`src/rtl/sfx_pkg.sv`:
```
// Shared constants and types for the sfx register bank: default sizes, the
// special register indices, and the R15 update-source encoding.
package sfx_pkg;

  localparam int DEF_DATA_W   = 16;
  localparam int DEF_NUM_REGS = 16;
  localparam int DEF_NUM_RD   = 2;

  // R12 is the loop counter, R13 the loop target, R15 the program counter.
  localparam int IDX_LOOP_CNT = 12;
  localparam int IDX_LOOP_TGT = 13;
  localparam int IDX_PC       = 15;

  // Listed from lowest to highest priority.
  typedef enum logic [1:0] {
    PC_SRC_HOLD  = 2'd0,
    PC_SRC_INC   = 2'd1,
    PC_SRC_LOOP  = 2'd2,
    PC_SRC_WRITE = 2'd3
  } pc_src_e;

endpackage

```
`src/rtl/sfx_pc_unit.sv`:
```
// Program counter (R15), loop counter (R12) and the LOOP branch decision.
// Explicit writes arrive already lane-merged from the bank.
module sfx_pc_unit
  import sfx_pkg::*;
#(
  parameter int DATA_W = DEF_DATA_W
) (
  input  logic              clk,
  input  logic              reset,
  input  logic              pc_inc,
  input  logic              loop_en,
  input  logic              cchld,
  input  logic              wr_pc,
  input  logic              wr_cnt,
  input  logic [DATA_W-1:0] wr_value,
  input  logic [DATA_W-1:0] tgt,
  output logic [DATA_W-1:0] pc,
  output logic [DATA_W-1:0] cnt,
  output logic              loop_taken
);

  logic              loop_go;
  logic              taken;
  logic [DATA_W-1:0] cnt_dec;
  logic [DATA_W-1:0] pc_next;
  logic [DATA_W-1:0] cnt_next;
  pc_src_e           pc_src;

  // The branch decision always uses the decremented pre-edge count, even if
  // software overwrites R12 on the same edge.
  assign loop_go = loop_en && !cchld;
  assign cnt_dec = cnt - DATA_W'(1);
  assign taken   = loop_go && (cnt_dec != '0);

  always_comb begin
    pc_src = PC_SRC_HOLD;
    if (wr_pc) begin
      pc_src = PC_SRC_WRITE;
    end else if (taken) begin
      pc_src = PC_SRC_LOOP;
    end else if (pc_inc && !cchld) begin
      pc_src = PC_SRC_INC;
    end
  end

  always_comb begin
    pc_next = pc;
    case (pc_src)
      PC_SRC_WRITE: pc_next = wr_value;
      PC_SRC_LOOP:  pc_next = tgt;
      PC_SRC_INC:   pc_next = pc + DATA_W'(1);
      default:      pc_next = pc;
    endcase
  end

  always_comb begin
    cnt_next = cnt;
    if (wr_cnt) begin
      cnt_next = wr_value;
    end else if (loop_go) begin
      cnt_next = cnt_dec;
    end
  end

  always_ff @(posedge clk or posedge reset) begin
    if (reset) begin
      pc         <= '0;
      cnt        <= '0;
      loop_taken <= 1'b0;
    end else begin
      pc         <= pc_next;
      cnt        <= cnt_next;
      loop_taken <= taken;
    end
  end

endmodule

```
`src/rtl/sfx_gpr_bank.sv`:
```
// General-purpose register bank with byte-lane writes, multi-port reads and
// hardware PC/LOOP support. Define SFX_GPR_BANK_FWD_EN for same-cycle write forwarding.
module sfx_gpr_bank
  import sfx_pkg::*;
#(
  parameter  int DATA_W   = DEF_DATA_W,
  parameter  int NUM_REGS = DEF_NUM_REGS,
  parameter  int NUM_RD   = DEF_NUM_RD,
  localparam int SEL_W    = $clog2(NUM_REGS),
  localparam int BE_W     = DATA_W / 8
) (
  input  logic                     clk,
  input  logic                     reset,
  input  logic                     wr_en,
  input  logic [SEL_W-1:0]         wr_sel,
  input  logic [BE_W-1:0]          wr_be,
  input  logic [DATA_W-1:0]        wr_data,
  input  logic                     pc_inc,
  input  logic                     loop_en,
  input  logic                     cchld,
  input  logic [NUM_RD*SEL_W-1:0]  rd_sel,
  output logic [NUM_RD*DATA_W-1:0] rd_data,
  output logic [DATA_W-1:0]        pc,
  output logic                     loop_taken
);

  logic [DATA_W-1:0] regs_view [NUM_REGS];
  logic [DATA_W-1:0] be_mask;
  logic [DATA_W-1:0] wr_old;
  logic [DATA_W-1:0] wr_merged;
  logic [DATA_W-1:0] pc_q;
  logic [DATA_W-1:0] cnt_q;
  logic              wr_hit;
  logic              wr_pc;
  logic              wr_cnt;

  assign wr_hit = wr_en && (32'(wr_sel) < NUM_REGS);
  assign wr_pc  = wr_hit && (wr_sel == SEL_W'(IDX_PC));
  assign wr_cnt = wr_hit && (wr_sel == SEL_W'(IDX_LOOP_CNT));

  for (genvar b = 0; b < BE_W; b++) begin : g_lane
    assign be_mask[b*8 +: 8] = {8{wr_be[b]}};
  end

  // Every write, special registers included, is a read-modify-write of the
  // target so that disabled lanes keep their stored bytes.
  assign wr_old    = wr_hit ? regs_view[wr_sel] : '0;
  assign wr_merged = (wr_old & ~be_mask) | (wr_data & be_mask);

  for (genvar g = 0; g < NUM_REGS; g++) begin : g_reg
    if (g == IDX_PC) begin : g_pc
      assign regs_view[g] = pc_q;
    end else if (g == IDX_LOOP_CNT) begin : g_cnt
      assign regs_view[g] = cnt_q;
    end else begin : g_gpr
      logic [DATA_W-1:0] q;

      always_ff @(posedge clk or posedge reset) begin
        if (reset) begin
          q <= '0;
        end else if (wr_hit && (wr_sel == SEL_W'(g))) begin
          q <= wr_merged;
        end
      end

      assign regs_view[g] = q;
    end
  end

  sfx_pc_unit #(
    .DATA_W(DATA_W)
  ) u_pc_unit (
    .clk       (clk),
    .reset     (reset),
    .pc_inc    (pc_inc),
    .loop_en   (loop_en),
    .cchld     (cchld),
    .wr_pc     (wr_pc),
    .wr_cnt    (wr_cnt),
    .wr_value  (wr_merged),
    .tgt       (regs_view[IDX_LOOP_TGT]),
    .pc        (pc_q),
    .cnt       (cnt_q),
    .loop_taken(loop_taken)
  );

  assign pc = pc_q;

  // Forwarding only covers explicit writes; PC/counter auto-updates are
  // visible after the edge like any other stored state.
  for (genvar p = 0; p < NUM_RD; p++) begin : g_rd
    logic [SEL_W-1:0]  sel;
    logic [DATA_W-1:0] data;

    assign sel = rd_sel[p*SEL_W +: SEL_W];

    always_comb begin
      data = '0;
      if (32'(sel) < NUM_REGS) begin
        data = regs_view[sel];
      end
`ifdef SFX_GPR_BANK_FWD_EN
      if (wr_hit && (sel == wr_sel)) begin
        data = wr_merged;
      end
`endif
    end

    assign rd_data[p*DATA_W +: DATA_W] = data;
  end

endmodule

```
`config.mk`:
```
export PLATFORM = sky130hd
export DESIGN_NAME = sfx_gpr_bank
export DESIGN_NICKNAME = d
export VERILOG_FILES = /design/src/rtl/sfx_pkg.sv /design/src/rtl/sfx_pc_unit.sv /design/src/rtl/sfx_gpr_bank.sv
export SDC_FILE = /design/constraint.sdc
export NUM_CORES = 1
export LEC_CHECK = 0
export ABC_AREA = 1
export BUFFER_PORTS_ARGS = -buffer_cell sky130_fd_sc_hd__buf_2
export CAP_MARGIN = 20
export CORE_MARGIN = 2
export CORE_UTILIZATION = 50
export DETAILED_ROUTE_END_ITERATION = 8
export PLACE_DENSITY = 0.72
export SLEW_MARGIN = 20
export SYNTH_ARGS = -nofsm -noshare
export SYNTH_HDL_FRONTEND = slang
export SYNTH_SLANG_ARGS = --single-unit
export TNS_END_PERCENT = 5
```
`constraint.sdc`:
```
create_clock -name clk -period 8.6 [get_ports clk]
set_clock_uncertainty 0.15 [all_clocks]
set_input_delay 1.72 -clock clk [delete_from_list [all_inputs] [get_ports clk]]
set_output_delay 1.72 -clock clk [all_outputs]
set_load 0.005 [all_outputs]
```
==> impl_metrics.py, run 1 <==
metrics = {
    "sta": {
        "clock.fmax_mhz": 168.1,
        "period_share_pct": 69.19,
        "tightest_slew_ns": 1.249,
        "rsz0062_at_grt": "false",
        "min_period_ns": 5.950,
        "finalSetupViolations": 0,
        "timing.final.ws_setup_ns": 2.650,
        "hold_violations": 0,
        "holdWs_ns": 0.3787,
        "tns_ns": 0,
        "slew_headroom_pct": 16.62,
        "slew_violations": 0,
    },
    "clock_network": {
        "cts_resized": 0,
        "cts_buffers": 31,
        "cts_setup_buffers": 0,
        "cts_tree": "yes",
        "clk_pin_slew_ns": 0.06,
        "cts_root_buffer": "clkbuf_16",
        "clock_sinks": 257,
        "h-tree-depth": 1,
        "cts_max_path_buffers": 3,
        "clk_latency_ns": 0.59,
        "cts_hold_buffers": 0,
    },
    "cells_and_area": {
        "regArea_sq_um": 6431,
        "diodes": 0,
        "fillCellCount": 3287,
        "fin_util_pct": 55.01,
        "fin_nets": 2571,
        "final_layout_size_suffix_gt1_share_pct": 9.248,
        "design_area_sq_um": 18910,
        "multi_input_area_sq_um": 9433,
        "area_delta_synth_final_pct": 9.050,
    },
    "grt": {
        "grt_start_max_net_pins": 171,
        "grt_pass1_vias": 17370,
        "grt_pass1_wl_um": 104300,
        "grt_use_met3_pct": 9.441,
        "grt-ovfl-total": 0,
        "grt.busiest_layer": "met2",
        "grtUsageMet1_pct": 52.65,
        "use_met2_pct": 53.94,
        "antenna_found_initial": 1,
        "grt_use_total_pct": 37.48,
    },
    "setup_path": {
        "cp.arrival_ns": 4.08,
        "endpoint_kind": "primary output",
        "path_class": "input port to primary output",
        "reg2regPathDepth": 20,
        "required_ns": 6.73,
        "path_max_fanout": 33,
        "start_kind": "input port",
    },
    "routing": {
        "vias": 19400,
        "drtPass1Iterations": 8,
        "drt_iter0_drc": 3105,
        "wl_per_cell_um": 22.79,
        "finalWirelength_um": 68540,
        "drc": 1,
        "antenna_left": 0,
        "vias_per_cell": 6.451,
    },
    "power": {
        "peakVddDrop_mv": 0.1916,
        "leakage_nw": 8.309,
        "pwr_density_cell_nw_per_um2": 242.2,
    },
    "yosys": {
        "avgSynthCellArea_sq_um": 6.767,
        "ys_ff_latch": 257,
        "syn_area_sq_um": 17340,
        "ys_warn_count": 0,
        "synth_area_leaders": "dfrtp_1 37%, nand2_1 13%, o21ai_0 12%",
        "synth_commonest_cells": "613 x nand2_1, 423 x o21ai_0, 257 x dfrtp_1, 228 x a21oi_1, 182 x inv_1",
        "yosysTopAreaCell": "dfrtp_1",
        "yosys.area.top_type_share_pct": 37.09,
        "netlist_instances": 2562,
        "async_reset_ff_share_pct": 100.0,
        "synth_fa_ha_area_share_pct": 0.4330,
        "synth-simple-area-share_pct": 23.58,
        "synth_top_family_by_area": "compound AO/OA/AOI/OAI gates",
        "muxShareOfSynthArea_pct": 0,
        "synthFlopType": "dfrtp_1",
        "synth_nets": 2604,
        "synth_xor_area_share_pct": 0.1010,
        "synth.most_common_cell": "nand2_1",
        "synth_edf_count": 0,
        "ys_seq_area_share_pct": 37.09,
        "synth_cell_types": 33,
        "synth_compound_area_share_pct": 30.11,
    },
    "place": {
        "gp_congestion": 0.9584,
        "dp_hpwl_um": 42710,
        "placed_cell_area_sq_um": 17850,
        "pre_cts_ws_ns": 2.794,
        "port_buffers": 84,
    },
    "floorplan": {
        "core_area_sq_um": 34370,
        "rows": 68,
        "die_h_um": 190.2,
        "die_x_um": 190.2,
        "die-area_sq_um": 36180,
        "start_util_pct": 50.44,
        "ios": 85,
    },
    "worst_hold_path": {
        "holdCritPathClass": "flop to flop",
        "whs_path_depth": 2,
    },
    "status": {
        "violations": "design-rule violations",
        "status": "complete, but fails checks",
    },
    "job": {
        "max_cap_viol_count": 0,
    },
}
==> registers in the layout (all words and copies together), names as in the netlist <==
name,count
g.g_gpr.q,224
u_pc_unit.loop_taken,1
u_pc_unit.cnt,16
u_pc_unit.pc,16
==> placed cells by master, fill, tap and decap left out, types with 80 or more instances in the layout <==
cell / n
buf_2: 80
inv_1: 179
nor2_1: 143
o21ai_1: 87
nand3_1: 135
o21ai_0: 423
nand2_1: 613
a21oi_1: 228
a31oi_1: 96
dfrtp_1: 257
==> layer usage <==
layer,wire (um),up-vias
li1,-,8727
met1,26620,8879
met2,28070,1480
met3,10080,309
met4,3763,2
met5,14,-
==> final cells by class <==
class | count | share of cell area (%)
Clock buffer | 41 | 4.513
Clock inverter | 15 | 0.9397
Sequential cell | 257 | 34.01
Inverter | 186 | 3.713
Timing Repair Buffer | 120 | 3.918
Tap cell | 455 | 3.011
Multi-Input combinational cell | 1933 | 49.89
==> critical path, stage by stage <==
cell      delay, ns
buf_2          0.08
buf_4          0.50
clkinv_1       0.58
buf_4          0.45
nand2_1        0.13
o22ai_1        0.09
o21ai_0        0.32
buf_2          0.19
==> power breakdown <==
part           internal (mW)  total, mW  switching, mW  leakage (nW)
registers               1.52       1.81          0.289          3.12
clock network          0.810       1.36          0.552         0.514
logic                  0.464       1.41          0.948          4.67
total                   2.79       4.58           1.79          8.31
==> through the flow <==
step / power [mW] / instances
after floorplan: 2.709 / 2562
after global placement: 3.117 / 2950
after detailed placement: 3.168 / 2950
after CTS: 4.520 / 3006
after global routing: 4.834 / 3007
final: 4.579 / 3007
==> worst paths after layout <==
| check | from | slack, ns | to |
|---|---|---|---|
| setup reg to reg | u_pc_unit.cnt[1] | 4.65 | u_pc_unit.pc[0] |
| hold / removal | g_reg[0].g_gpr.q[7] | 0.38 | g_reg[0].g_gpr.q[7] |
| hold reg to reg | g_reg[0].g_gpr.q[7] | 0.38 | g_reg[0].g_gpr.q[7] |
| setup / recovery | rd_sel[2] | 2.65 | rd_data[12] |
| min in group asynchronous | reset | 0.96 | g_reg[5].g_gpr.q[13] |
| max in group asynchronous | reset | 6.03 | g_reg[4].g_gpr.q[7] |
==> kinds of logic after synthesis <==
| family | Yosys count |
|---|---|
| AO/OA/AOI/OAI | 950 |
| buffers and inverters | 372 |
| adder cells (fa/ha/maj) | 6 |
| XOR/XNOR | 2 |
| flip-flops | 257 |
| AND/OR/NAND/NOR | 975 |
(Power assumes the default switching activity.)
==> inputs of run 2 (changes only) <==
--- a/config.mk
+++ b/config.mk
@@ -11,7 +11,7 @@
 export CORE_MARGIN = 2
 export CORE_UTILIZATION = 50
 export DETAILED_ROUTE_END_ITERATION = 8
-export PLACE_DENSITY = 0.72
+export PLACE_DENSITY = 0.69
 export SLEW_MARGIN = 20
 export SYNTH_ARGS = -nofsm -noshare
 export SYNTH_HDL_FRONTEND = slang
==> constraint.sdc (replaced) <==
create_clock -name clk -period 5.66 [get_ports clk]
set_clock_uncertainty 0.15 [all_clocks]
set_input_delay 1.132 -clock clk [delete_from_list [all_inputs] [get_ports clk]]
set_output_delay 1.132 -clock clk [all_outputs]
set_load 0.005 [all_outputs]
==> impl_metrics.py, run 2 (synthesized netlist as in run 1, its figures left out) <==
metrics = {
    "status": {
        "status": "finished, final reports clean",
    },
    "power": {
        "pwr_density_cell_nw_per_um2": 371.1,
        "peakVddDrop_mv": 0.2630,
        "pwr-share-comb_pct": 30.4,
        "swShare_pct": 38.82,
        "power_frac_clock_pct": 30.7,
        "intPower_mw": 4.330,
        "p_seq_share_pct": 38.9,
        "p_sw_mw": 2.748,
        "power_mw": 7.077,
        "leakage_nw": 8.390,
    },
    "cells_and_area": {
        "regArea_sq_um": 6431,
        "largest_reg_flops": 224,
        "area_delta_synth_final_pct": 9.988,
        "mostFrequentLayoutCell": "nand2_1",
        "fin_nets": 2578,
        "mostFrequentLayoutCells": "613 x nand2_1, 423 x o21ai_0, 257 x dfrtp_1, 228 x a21oi_1, 181 x inv_1",
        "top_regs": "g.g_gpr.q x224, u_pc_unit.cnt x16, u_pc_unit.pc x16",
        "final_layout_size_suffix_gt1_share_pct": 9.613,
        "design_area_sq_um": 19070,
        "fillCellCount": 3408,
        "multi_input_area_sq_um": 9433,
        "largest-register": "g.g_gpr.q",
    },
    "clock_network": {
        "h-tree-depth": 1,
        "cts_setup_buffers": 0,
        "cts_hold_buffers": 0,
        "cts_tree": "yes",
        "clk_latency_ns": 0.59,
        "clk_pin_slew_ns": 0.06,
        "clock_sinks": 257,
        "cts_root_buffer": "clkbuf_16",
        "cts_resized": 0,
        "cts_max_path_buffers": 3,
        "cts_buffers": 31,
    },
    "grt": {
        "grt_pass1_vias": 17420,
        "antenna_found_initial": 0,
        "grt_use_total_pct": 38.17,
        "grt-ovfl-total": 0,
        "use_met2_pct": 55.80,
        "grt_start_max_net_pins": 109,
        "grtUsageMet1_pct": 54.88,
        "grt.busiest_layer": "met2",
        "grt_use_met3_pct": 8.079,
        "grt_pass1_wl_um": 105500,
    },
    "routing": {
        "drc": 0,
        "antenna_left": 0,
        "vias": 19170,
        "drt_iter0_drc": 2622,
        "drtPass1Iterations": 6,
        "vias_per_cell": 6.360,
        "wl_per_cell_um": 23.04,
        "finalWirelength_um": 69470,
    },
    "sta": {
        "tns_ns": 0,
        "slew_violations": 0,
        "hold_violations": 0,
        "clock.fmax_mhz": 233.8,
        "min_period_ns": 4.278,
        "tightest_slew_ns": 1.147,
        "period_share_pct": 75.58,
        "slew_headroom_pct": 23.45,
        "rsz0062_at_grt": "false",
        "finalSetupViolations": 0,
    },
    "setup_path": {
        "path_max_fanout": 107,
        "slowest_delay_ns": 0.54,
        "reg2regPathDepth": 20,
        "critical_path.endpoint": "rd_data[1]",
        "cp.arrival_ns": 3.00,
        "cpMostUsedCell": "nand2_1",
        "worstPathCellList": "buf_6, buf_12, a21oi_1, o21ai_0, nand2_1, o221ai_1, nand2_1, buf_2",
        "r2r_start": "u_pc_unit.cnt[0]",
        "path_class": "input port to primary output",
        "start_kind": "input port",
        "endpoint_kind": "primary output",
        "cp-startpoint": "rd_sel[0]",
        "required_ns": 4.38,
        "r2r-end": "u_pc_unit.pc[0]",
        "cp_slowest_cell": "buf_6",
        "r2r_slack_ns": 1.72,
    },
    "floorplan": {
        "die_h_um": 190.2,
        "core_area_sq_um": 34370,
        "rows": 68,
        "start_util_pct": 50.44,
        "ios": 85,
        "die_x_um": 190.2,
        "die-area_sq_um": 36180,
    },
    "place": {
        "port_buffers": 84,
        "gp_congestion": 0.9976,
        "dp_hpwl_um": 45160,
        "placed_cell_area_sq_um": 17970,
    },
    "worst_hold_path": {
        "holdCritPathClass": "input port to async pin",
    },
    "job": {
        "max_cap_viol_count": 0,
    },
}
==> run 2: changes by cell type in the layout (fill, tap and decap cells not counted), sizes merged <==
cell / change
diode: +1
inv: +2
bufinv: +1
clkbuf: -1
clkinvlp: +1
buf: +7
clkinv: -3
==> run 2: layout make-up <==
class / instances / share of cell area, %
clock buffer: 40 / 4.613
timing repair buffer: 127 / 4.383
multi-input combinational: 1933 / 49.47
clock inverter: 16 / 1.135
antenna: 1 / 0.01312
tap: 455 / 2.985
inverter: 186 / 3.681
sequential: 257 / 33.72
==> run 2: power groups by stage <==
stage               registers (mW)  clock network [mW]  logic, mW
floorplan                     2.61                   0       1.50
finish                        2.75                2.17       2.15
CTS                           2.73                2.19       2.09
global route                  2.81                2.25       2.40
detailed placement            2.76                   0       2.08
global placement              2.75                   0       2.03
==> run 2: per-stage QoR <==
stage          utilization (%)  setup WS [ns]  cells  hold slack, ns
2_1_floorplan                -         0.9924   2562          0.3321
3_3_place_gp             52.28          1.491   2958          0.3495
3_5_place_dp             52.28          1.481   2958          0.3615
4_1_cts                  55.47          1.475   3014          0.3359
5_1_grt                  55.47          1.290   3014          0.3676
6_report                 55.48          1.382   3015          0.3457
==> run 2: layer usage <==
layer,routed length [um],up-vias
met3,8494,207
li1,-,8733
met2,29170,1287
met5,0,-
met1,28560,8947
met4,3253,0
==> run 2: how the worst min path moves through the flow <==
stage,startpoint,end,slack [ns]
after detailed placement,g_reg[0].g_gpr.q[8],g_reg[0].g_gpr.q[8],0.36
final,reset,g_reg[1].g_gpr.q[11],0.35
after floorplan,g_reg[0].g_gpr.q[12],g_reg[0].g_gpr.q[12],0.33
after global routing,reset,g_reg[3].g_gpr.q[2],0.37
after global placement,g_reg[0].g_gpr.q[8],g_reg[0].g_gpr.q[8],0.35
after CTS,reset,g_reg[5].g_gpr.q[11],0.34
==> run 2: critical path: cells and delay by family <==
kind	cells	cell delay, ns
and+or+nand+nor	2	0.26
buffers and inverters	3	1.09
AOI/OAI and AO/OA	3	0.41
